--- config.mk ---
export PLATFORM = sky130hd
export DESIGN_NAME = alu_seq_flat
export DESIGN_NICKNAME = d
export VERILOG_FILES = /design/src/rtl/alu_seq_if.sv /design/src/rtl/alu_seq.sv /design/src/flat_wrapper.sv
export SDC_FILE = /design/constraint.sdc
export NUM_CORES = 1
export LEC_CHECK = 0
export ABC_AREA = 1
export CAP_MARGIN = 20
export CORE_ASPECT_RATIO = 0.8
export CORE_MARGIN = 3
export CORE_UTILIZATION = 55
export CTS_BUF_LIST = sky130_fd_sc_hd__clkbuf_8
export CTS_CLUSTER_DIAMETER = 200
export CTS_CLUSTER_SIZE = 20
export DETAILED_ROUTE_END_ITERATION = 8
export PLACE_DENSITY_LB_ADDON = 0.3
export SETUP_SLACK_MARGIN = 0.3
export SYNTH_ARGS = -nofsm -noshare
export SYNTH_HDL_FRONTEND = slang
export SYNTH_SLANG_ARGS = --single-unit
--- constraint.sdc ---
create_clock -name clk -period 3.9 [get_ports clk]
set_clock_uncertainty 0.2 [all_clocks]
set_input_delay 1.17 -clock clk [delete_from_list [all_inputs] [get_ports clk]]
set_output_delay 1.17 -clock clk [all_outputs]
set_load 0.02 [all_outputs]
--- src/rtl/alu_seq_if.sv ---
// Instruction, ALU-side and writeback signal bundle for alu_seq.
// master drives instructions and ALU results; slave is the sequencer.
interface alu_seq_if;
  logic       in_valid;
  logic       in_ready;
  logic [6:0] in_op;
  logic [1:0] in_rd;
  logic [1:0] in_rs1;
  logic [1:0] in_rs2;
  logic       in_imm_en;
  logic [7:0] in_imm;
  logic [7:0] alu_a;
  logic [7:0] alu_b;
  logic [6:0] alu_op;
  logic [7:0] alu_fi;
  logic [7:0] alu_d;
  logic [7:0] alu_fo;
  logic       wb_valid;
  logic [1:0] wb_rd;
  logic [7:0] wb_data;
  logic [7:0] flags;

  modport master (
    output in_valid, in_op, in_rd, in_rs1, in_rs2, in_imm_en, in_imm, alu_d, alu_fo,
    input  in_ready, alu_a, alu_b, alu_op, alu_fi, wb_valid, wb_rd, wb_data, flags
  );

  modport slave (
    input  in_valid, in_op, in_rd, in_rs1, in_rs2, in_imm_en, in_imm, alu_d, alu_fo,
    output in_ready, alu_a, alu_b, alu_op, alu_fi, wb_valid, wb_rd, wb_data, flags
  );
endinterface

--- src/rtl/alu_seq.sv ---
// Sequencer feeding an external multi-cycle ALU from a 4x8 register file and flags register.
// Optional immediate operand b is enabled by defining ALU_SEQ_IMM_EN.
//
// state | meaning
// IDLE  | waiting for an instruction, in_ready high
// ISSUE | operands presented to the ALU (captured on the accept edge)
// WAIT  | remaining ALU latency, down-counter running
// WB    | result written, wb_valid high, may accept the next instruction
module alu_seq #(
  parameter int ALU_LATENCY = 1
) (
  input  logic      clk,
  input  logic      rst,
  alu_seq_if.slave  bus
);

  typedef enum logic [1:0] {IDLE, ISSUE, WAIT, WB} state_e;

  localparam int WAIT_INIT = (ALU_LATENCY > 1) ? ALU_LATENCY - 2 : 0;

  state_e     state_q, state_d;
  logic [1:0] cnt_q, cnt_d;
  logic [7:0] rf_q [4];
  logic [7:0] rf_d [4];
  logic [7:0] flags_q, flags_d;
  logic [7:0] alu_a_q, alu_a_d;
  logic [7:0] alu_b_q, alu_b_d;
  logic [6:0] alu_op_q, alu_op_d;
  logic [7:0] alu_fi_q, alu_fi_d;
  logic [1:0] rd_q, rd_d;
  logic [1:0] wb_rd_q, wb_rd_d;
  logic [7:0] wb_data_q, wb_data_d;
  logic       in_ready;
  logic       wb_valid;
  logic       accept;

  assign accept = bus.in_valid && in_ready;

  always_ff @(posedge clk) begin
    if (rst) begin
      state_q   <= IDLE;
      cnt_q     <= '0;
      rf_q      <= '{default: '0};
      flags_q   <= '0;
      alu_a_q   <= '0;
      alu_b_q   <= '0;
      alu_op_q  <= '0;
      alu_fi_q  <= '0;
      rd_q      <= '0;
      wb_rd_q   <= '0;
      wb_data_q <= '0;
    end else begin
      state_q   <= state_d;
      cnt_q     <= cnt_d;
      rf_q      <= rf_d;
      flags_q   <= flags_d;
      alu_a_q   <= alu_a_d;
      alu_b_q   <= alu_b_d;
      alu_op_q  <= alu_op_d;
      alu_fi_q  <= alu_fi_d;
      rd_q      <= rd_d;
      wb_rd_q   <= wb_rd_d;
      wb_data_q <= wb_data_d;
    end
  end

  always_comb begin
    state_d = state_q;
    cnt_d   = cnt_q;
    case (state_q)
      IDLE:  if (accept) state_d = ISSUE;
      ISSUE: begin
        if (ALU_LATENCY == 1) begin
          state_d = WB;
        end else begin
          state_d = WAIT;
          cnt_d   = 2'(WAIT_INIT);
        end
      end
      WAIT: begin
        if (cnt_q == 2'd0) state_d = WB;
        else               cnt_d   = cnt_q - 2'd1;
      end
      WB:      state_d = accept ? ISSUE : IDLE;
      default: state_d = IDLE;
    endcase
  end

  // Writeback lands on the edge entering WB, before any accept in WB, so a
  // dependent instruction reads the fresh value straight from the register file.
  always_comb begin
    rf_d      = rf_q;
    flags_d   = flags_q;
    alu_a_d   = alu_a_q;
    alu_b_d   = alu_b_q;
    alu_op_d  = alu_op_q;
    alu_fi_d  = alu_fi_q;
    rd_d      = rd_q;
    wb_rd_d   = wb_rd_q;
    wb_data_d = wb_data_q;
    if (accept) begin
      alu_a_d  = rf_q[bus.in_rs1];
`ifdef ALU_SEQ_IMM_EN
      alu_b_d  = bus.in_imm_en ? bus.in_imm : rf_q[bus.in_rs2];
`else
      alu_b_d  = rf_q[bus.in_rs2];
`endif
      alu_op_d = bus.in_op;
      alu_fi_d = flags_q;
      rd_d     = bus.in_rd;
    end
    if (state_d == WB && state_q != WB) begin
      rf_d[rd_q] = bus.alu_d;
      flags_d    = bus.alu_fo;
      wb_rd_d    = rd_q;
      wb_data_d  = bus.alu_d;
    end
  end

  always_comb begin
    in_ready = !rst && (state_q == IDLE || state_q == WB);
    wb_valid = (state_q == WB);
  end

`ifndef ALU_SEQ_IMM_EN
  logic unused_imm;
  assign unused_imm = ^{bus.in_imm_en, bus.in_imm};
`endif

  assign bus.in_ready = in_ready;
  assign bus.wb_valid = wb_valid;
  assign bus.alu_a    = alu_a_q;
  assign bus.alu_b    = alu_b_q;
  assign bus.alu_op   = alu_op_q;
  assign bus.alu_fi   = alu_fi_q;
  assign bus.wb_rd    = wb_rd_q;
  assign bus.wb_data  = wb_data_q;
  assign bus.flags    = flags_q;

endmodule

--- src/flat_wrapper.sv ---
// flat-port wrapper written by rule: the top's interface ports become plain ports
module alu_seq_flat 
#(
  parameter int ALU_LATENCY = 1
)
  (clk, rst, bus_in_valid, bus_in_op, bus_in_rd, bus_in_rs1, bus_in_rs2, bus_in_imm_en, bus_in_imm, bus_alu_d, bus_alu_fo, bus_in_ready, bus_alu_a, bus_alu_b, bus_alu_op, bus_alu_fi, bus_wb_valid, bus_wb_rd, bus_wb_data, bus_flags);
  alu_seq_if bus_i ();
  input  logic clk;
  input  logic rst;
  input wire logic [$bits(bus_i.in_valid)-1:0] bus_in_valid;
  input wire logic [$bits(bus_i.in_op)-1:0] bus_in_op;
  input wire logic [$bits(bus_i.in_rd)-1:0] bus_in_rd;
  input wire logic [$bits(bus_i.in_rs1)-1:0] bus_in_rs1;
  input wire logic [$bits(bus_i.in_rs2)-1:0] bus_in_rs2;
  input wire logic [$bits(bus_i.in_imm_en)-1:0] bus_in_imm_en;
  input wire logic [$bits(bus_i.in_imm)-1:0] bus_in_imm;
  input wire logic [$bits(bus_i.alu_d)-1:0] bus_alu_d;
  input wire logic [$bits(bus_i.alu_fo)-1:0] bus_alu_fo;
  output wire logic [$bits(bus_i.in_ready)-1:0] bus_in_ready;
  output wire logic [$bits(bus_i.alu_a)-1:0] bus_alu_a;
  output wire logic [$bits(bus_i.alu_b)-1:0] bus_alu_b;
  output wire logic [$bits(bus_i.alu_op)-1:0] bus_alu_op;
  output wire logic [$bits(bus_i.alu_fi)-1:0] bus_alu_fi;
  output wire logic [$bits(bus_i.wb_valid)-1:0] bus_wb_valid;
  output wire logic [$bits(bus_i.wb_rd)-1:0] bus_wb_rd;
  output wire logic [$bits(bus_i.wb_data)-1:0] bus_wb_data;
  output wire logic [$bits(bus_i.flags)-1:0] bus_flags;
  assign bus_i.in_valid = bus_in_valid;
  assign bus_i.in_op = bus_in_op;
  assign bus_i.in_rd = bus_in_rd;
  assign bus_i.in_rs1 = bus_in_rs1;
  assign bus_i.in_rs2 = bus_in_rs2;
  assign bus_i.in_imm_en = bus_in_imm_en;
  assign bus_i.in_imm = bus_in_imm;
  assign bus_i.alu_d = bus_alu_d;
  assign bus_i.alu_fo = bus_alu_fo;
  assign bus_in_ready = bus_i.in_ready;
  assign bus_alu_a = bus_i.alu_a;
  assign bus_alu_b = bus_i.alu_b;
  assign bus_alu_op = bus_i.alu_op;
  assign bus_alu_fi = bus_i.alu_fi;
  assign bus_wb_valid = bus_i.wb_valid;
  assign bus_wb_rd = bus_i.wb_rd;
  assign bus_wb_data = bus_i.wb_data;
  assign bus_flags = bus_i.flags;
  alu_seq #(.ALU_LATENCY(ALU_LATENCY)) u_core (.clk(clk), .rst(rst), .bus(bus_i));
endmodule
==> out/results.env <==
SEQ_AREA_FRAC_SYNTH=0.451
NETLIST_TOP_CELLS_AREA='sky130_fd_sc_hd__dfxtp_1 45%, sky130_fd_sc_hd__nand2_1 14%, sky130_fd_sc_hd__nor2_1 6.4%'
DESIGN.PORTCOUNT=92
FINAL_ANTENNA_NET_COUNT=0
OUTCOME='completed'
CP_DATA_REQUIRED_TIME_PS=2530
WORSTSETUPENDPOINTTYPE='output port'
FIRST_ITER_VIOLATIONS=344
FLOORPLAN.DIE.WIDTH_UM=99.7
DIE_EXTENT_IN_Y_UM=81.0
NET_COUNT_OF_THE_MAPPED_NETLIST=584
POST_SYNTH_INSTANCE_AREA_UM2=3860
CRITICAL_PATH_ARRIVAL_PS=2090
PRECTSSETUPSLACK_PS=179
CRITPATHMAXSTAGEDELAY_PS=470
POST_SYNTH.CELL_AREA_AVG_UM2=7.17
TIMING.REG2REG.WORST_PATH_DEPTH=11
MIN_DELAY_PATH_DEPTH=2
YOSYSUNIQUECELLTYPES=26
CTSHTREEMAXLEVEL=3
FINAL_SLEW_VIOLATIONS=0
PLACEMENT.IO_BUFFERS=82
IR_DROP_mV=0.313
FINAL_LAYOUT_SIZE_SUFFIX_GT1_FRAC=0.0607
PATH_CELLS='clkdlybuf4s50_1, nor2_4, dlygate4sd2_1'
TIMING.CRITICAL_PATH.MAX_DELAY_FAMILY='buffers and inverters'
FINAL_REPORT_HOLD_VIOLATION_COUNT=0
CRITPATHLAUNCHTYPE='input port'
TIMING_WORST_SETUP_PATH_TYPE='in -> out'
GRT_MAX_DEGREE=49
STD_CELL_ROWS=26
INITIAL_CORE_UTILIZATION=0.585
TIMING.FINAL.CRIT_SHARE=0.887
FIN_CELLS=694
MAX_CAP_VIOLS=0
CRITICAL_PATH_PEAK_FANOUT=2
FINALWORSTSETUPSLACK_PS=441
FINAL.SETUP.TNS_PS=0
FINALWORSTPATHREQUIREDPERIOD_PS=3460
DRT-PASS1-ITER-COUNT=5
TRITONCTS='built'
DPL.CELL_COUNT=678
DRT-VIAS-PER-INSTANCE=5.23
WIRELENGTH_MM=9.56
TIMING.SLEW.HEADROOM=0.498
LEAKAGE_uW=0.00202
FINALCOREUTILIZATION=0.735
CTS_INSERTED_BUFFERS=9
CLK-INSERTION-DELAY-LATE_PS=350
ACHIEVABLE-FREQUENCY_MHz=289
COUNT_OF_CELL_INSTANCES_TRAVERSED_BY_THE_CRITICAL_PATH=3
REGISTER_TO_REGISTER_SETUP_SLACK_PS=1410
TRACK_USAGE=0.246
DESIGN.DIE.AREA_UM2=8080
CLOCK_SINK_COUNT=87
CTS-ROOT-BUF='sky130_fd_sc_hd__clkbuf_8'
PWR_DENSITY_CELL_nW_PER_UM2=439
WORSTSETUPENDPOINT='bus_in_ready'
GP_ROUTABILITY_CONGESTION=0.819
ROUTED-VIA-COUNT=3631
REGTOREGENDPOINT='u_core.bus.wb_data[0]$_SDFFE_PP0P_'
PATH_CLK_SLEW_PS=70
RSZ_0062_RAISED_AFTER_GLOBAL_ROUTING='false'
POST-DP-HPWL_MM=6.44
NETLIST_INSTANCES=539
ANTENNA_CELLS=0
FINALSETUPVIOLATIONS=0
YOSYS.AREA.TOP_TYPE_SHARE=0.451
DRC=0
FINAL_NETS=650
STARTPOINT='rst'
GRT_REMAINING_OVERFLOW=0
YS_WARN_COUNT=0
TIGHTESTPINTRANSITION_PS=751
CORE_UM2=6600
HOLD_PATH_CLASS='reg -> reg'
YOSYSTOPAREACELL='sky130_fd_sc_hd__dfxtp_1'
AREA_GROWTH_PCT=25.5
WORST_R2R_STARTPOINT='u_core.state_q[1]$_SDFF_PP0_'
GRT_FIRST_PASS_WIRELENGTH_MM=15.7
SYNTH-SEQ-CELLS=87
HOLD_WS_PS=264
TIMING.CRITICAL_PATH.SLOWEST_STAGE_CELL='sky130_fd_sc_hd__clkdlybuf4s50_1'
INITIAL_ANTENNA_VIOLATION_COUNT=0
FIRST_GLOBAL_VIAS=3329
BUFS_ON_LONGEST_CLOCK_PATH=2
CRITICAL_PATH.N_BUFFERS_INVERTERS=2
AVGROUTEDWIREPERCELL_UM=13.8
[metal layers]
metal	GRT usage	up-vias	share of wire
li1	-	1856	-
met1	0.342	1622	0.46
met2	0.372	136	0.45
met3	0.0644	17	0.075
met4	0.0832	0	0.017
met5	0	-	0
[layout make-up]
class                           instances  area (um2)
Inverter                               46         173
Multi-Input combinational cell        372        1770
Sequential cell                        87        1740
Fill cell                             526        1750
Clock buffer                           12         165
Tap cell                               84         105
Timing Repair Buffer                   89         872
Clock inverter                          4        28.8
[placed cells by master (no fill, tap or decap)]
cell / n
sky130_fd_sc_hd__a21oi_1: 38
sky130_fd_sc_hd__a31oi_1: 16
sky130_fd_sc_hd__a32o_1: 2
sky130_fd_sc_hd__buf_4: 7
sky130_fd_sc_hd__clkbuf_8: 12
sky130_fd_sc_hd__clkdlybuf4s50_1: 81
sky130_fd_sc_hd__clkinv_1: 1
sky130_fd_sc_hd__clkinv_2: 1
sky130_fd_sc_hd__clkinv_4: 1
sky130_fd_sc_hd__clkinvlp_4: 2
sky130_fd_sc_hd__dfxtp_1: 87
sky130_fd_sc_hd__dlygate4sd2_1: 1
sky130_fd_sc_hd__ha_1: 4
sky130_fd_sc_hd__inv_1: 44
sky130_fd_sc_hd__inv_2: 1
sky130_fd_sc_hd__nand2_1: 146
sky130_fd_sc_hd__nand2_2: 3
sky130_fd_sc_hd__nand2_4: 2
sky130_fd_sc_hd__nand2_8: 1
sky130_fd_sc_hd__nand3_1: 33
sky130_fd_sc_hd__nand3_2: 1
sky130_fd_sc_hd__nand3_4: 4
sky130_fd_sc_hd__nand4_1: 4
sky130_fd_sc_hd__nor2_1: 66
sky130_fd_sc_hd__nor2_4: 2
sky130_fd_sc_hd__o21ai_0: 48
sky130_fd_sc_hd__o21bai_1: 1
sky130_fd_sc_hd__xor2_1: 1
[through the flow]
stage	power (uW)	cell area, um2
after floorplan	1360	3860
after detailed placement	1550	4660
final	2130	4850
after global routing	2240	4850
after CTS	2140	4850
after global placement	1530	4660
[repair_timing]
action | 4_1_cts | 5_1_grt
hold buffers | 0 | 0
gates resized for setup | 1 | 0
setup buffers | 0 | 0
endpoints found under the setup margin | 1 | 0
[tightest hold or removal path: cells and delay by family, from the launching register on]
| kind | cells | cell delay, ps |
|---|---|---|
| compound gates | 1 | 50 |
| flops | 1 | 310 |
| simple gates | 1 | 60 |
[sequential cells by signal (all words and copies together), names as in the netlist]
signal and flops:
u_core.bus.alu_a 8, u_core.bus.alu_b 8, u_core.bus.flags 8, u_core.bus.wb_rd 2, u_core.rf_q 32, u_core.bus.alu_op 7
u_core.bus.alu_fi 8, u_core.state_q 2, u_core.cnt_q 2, u_core.rd_q 2, u_core.bus.wb_data 8
[cell usage after synthesis (all sizes together)]
library cell	n
a31oi	16
xor2	1
buf	15
a21oi	38
nor2	68
nand4	4
a32o	2
nand2	152
clkbuf	19
o21bai	1
nand3	38
inv	45
dfxtp	87
o21ai	48
clkinv	1
ha	4
[report_power, final]
group	total (uW)	switching, uW	leakage [uW]	internal (uW)
clock network	600	316	0.0000946	284
logic	527	329	0.00122	198
registers	1000	44.2	0.000706	958
total	2130	690	0.00202	1440
[how the worst min path moves through the flow]
stage / endpoint / slack, ps / startpoint
after floorplan: u_core.rd_q[0]$_SDFFE_PP0P_ / 280 / u_core.rd_q[0]$_SDFFE_PP0P_
after global placement: u_core.bus.wb_data[2]$_SDFFE_PP0P_ / 250 / u_core.bus.wb_data[2]$_SDFFE_PP0P_
after detailed placement: u_core.bus.wb_rd[0]$_SDFFE_PP0P_ / 250 / u_core.bus.wb_rd[0]$_SDFFE_PP0P_
after CTS: u_core.bus.wb_data[5]$_SDFFE_PP0P_ / 270 / u_core.bus.wb_data[5]$_SDFFE_PP0P_
after global routing: u_core.bus.alu_fi[5]$_SDFFE_PP0P_ / 290 / u_core.bus.alu_fi[5]$_SDFFE_PP0P_
final: u_core.bus.wb_data[5]$_SDFFE_PP0P_ / 260 / u_core.bus.wb_data[5]$_SDFFE_PP0P_
[kinds of logic (layout without fill, tap and decap cells)]
| group | Yosys count | in the layout | share of synthesized area |
|---|---|---|---|
| DFF | 87 | 87 | 0.451 |
| and+or+nand+nor | 262 | 262 | 0.298 |
| adders and majority gates | 4 | 4 | 0.0129 |
| xor gates and xnor gates | 1 | 1 | 0.00227 |
| buffers and inverters | 80 | 151 | 0.0923 |
| AOI/OAI and AO/OA | 105 | 105 | 0.144 |
No activity file was read; power rests on OpenSTA's default activity.
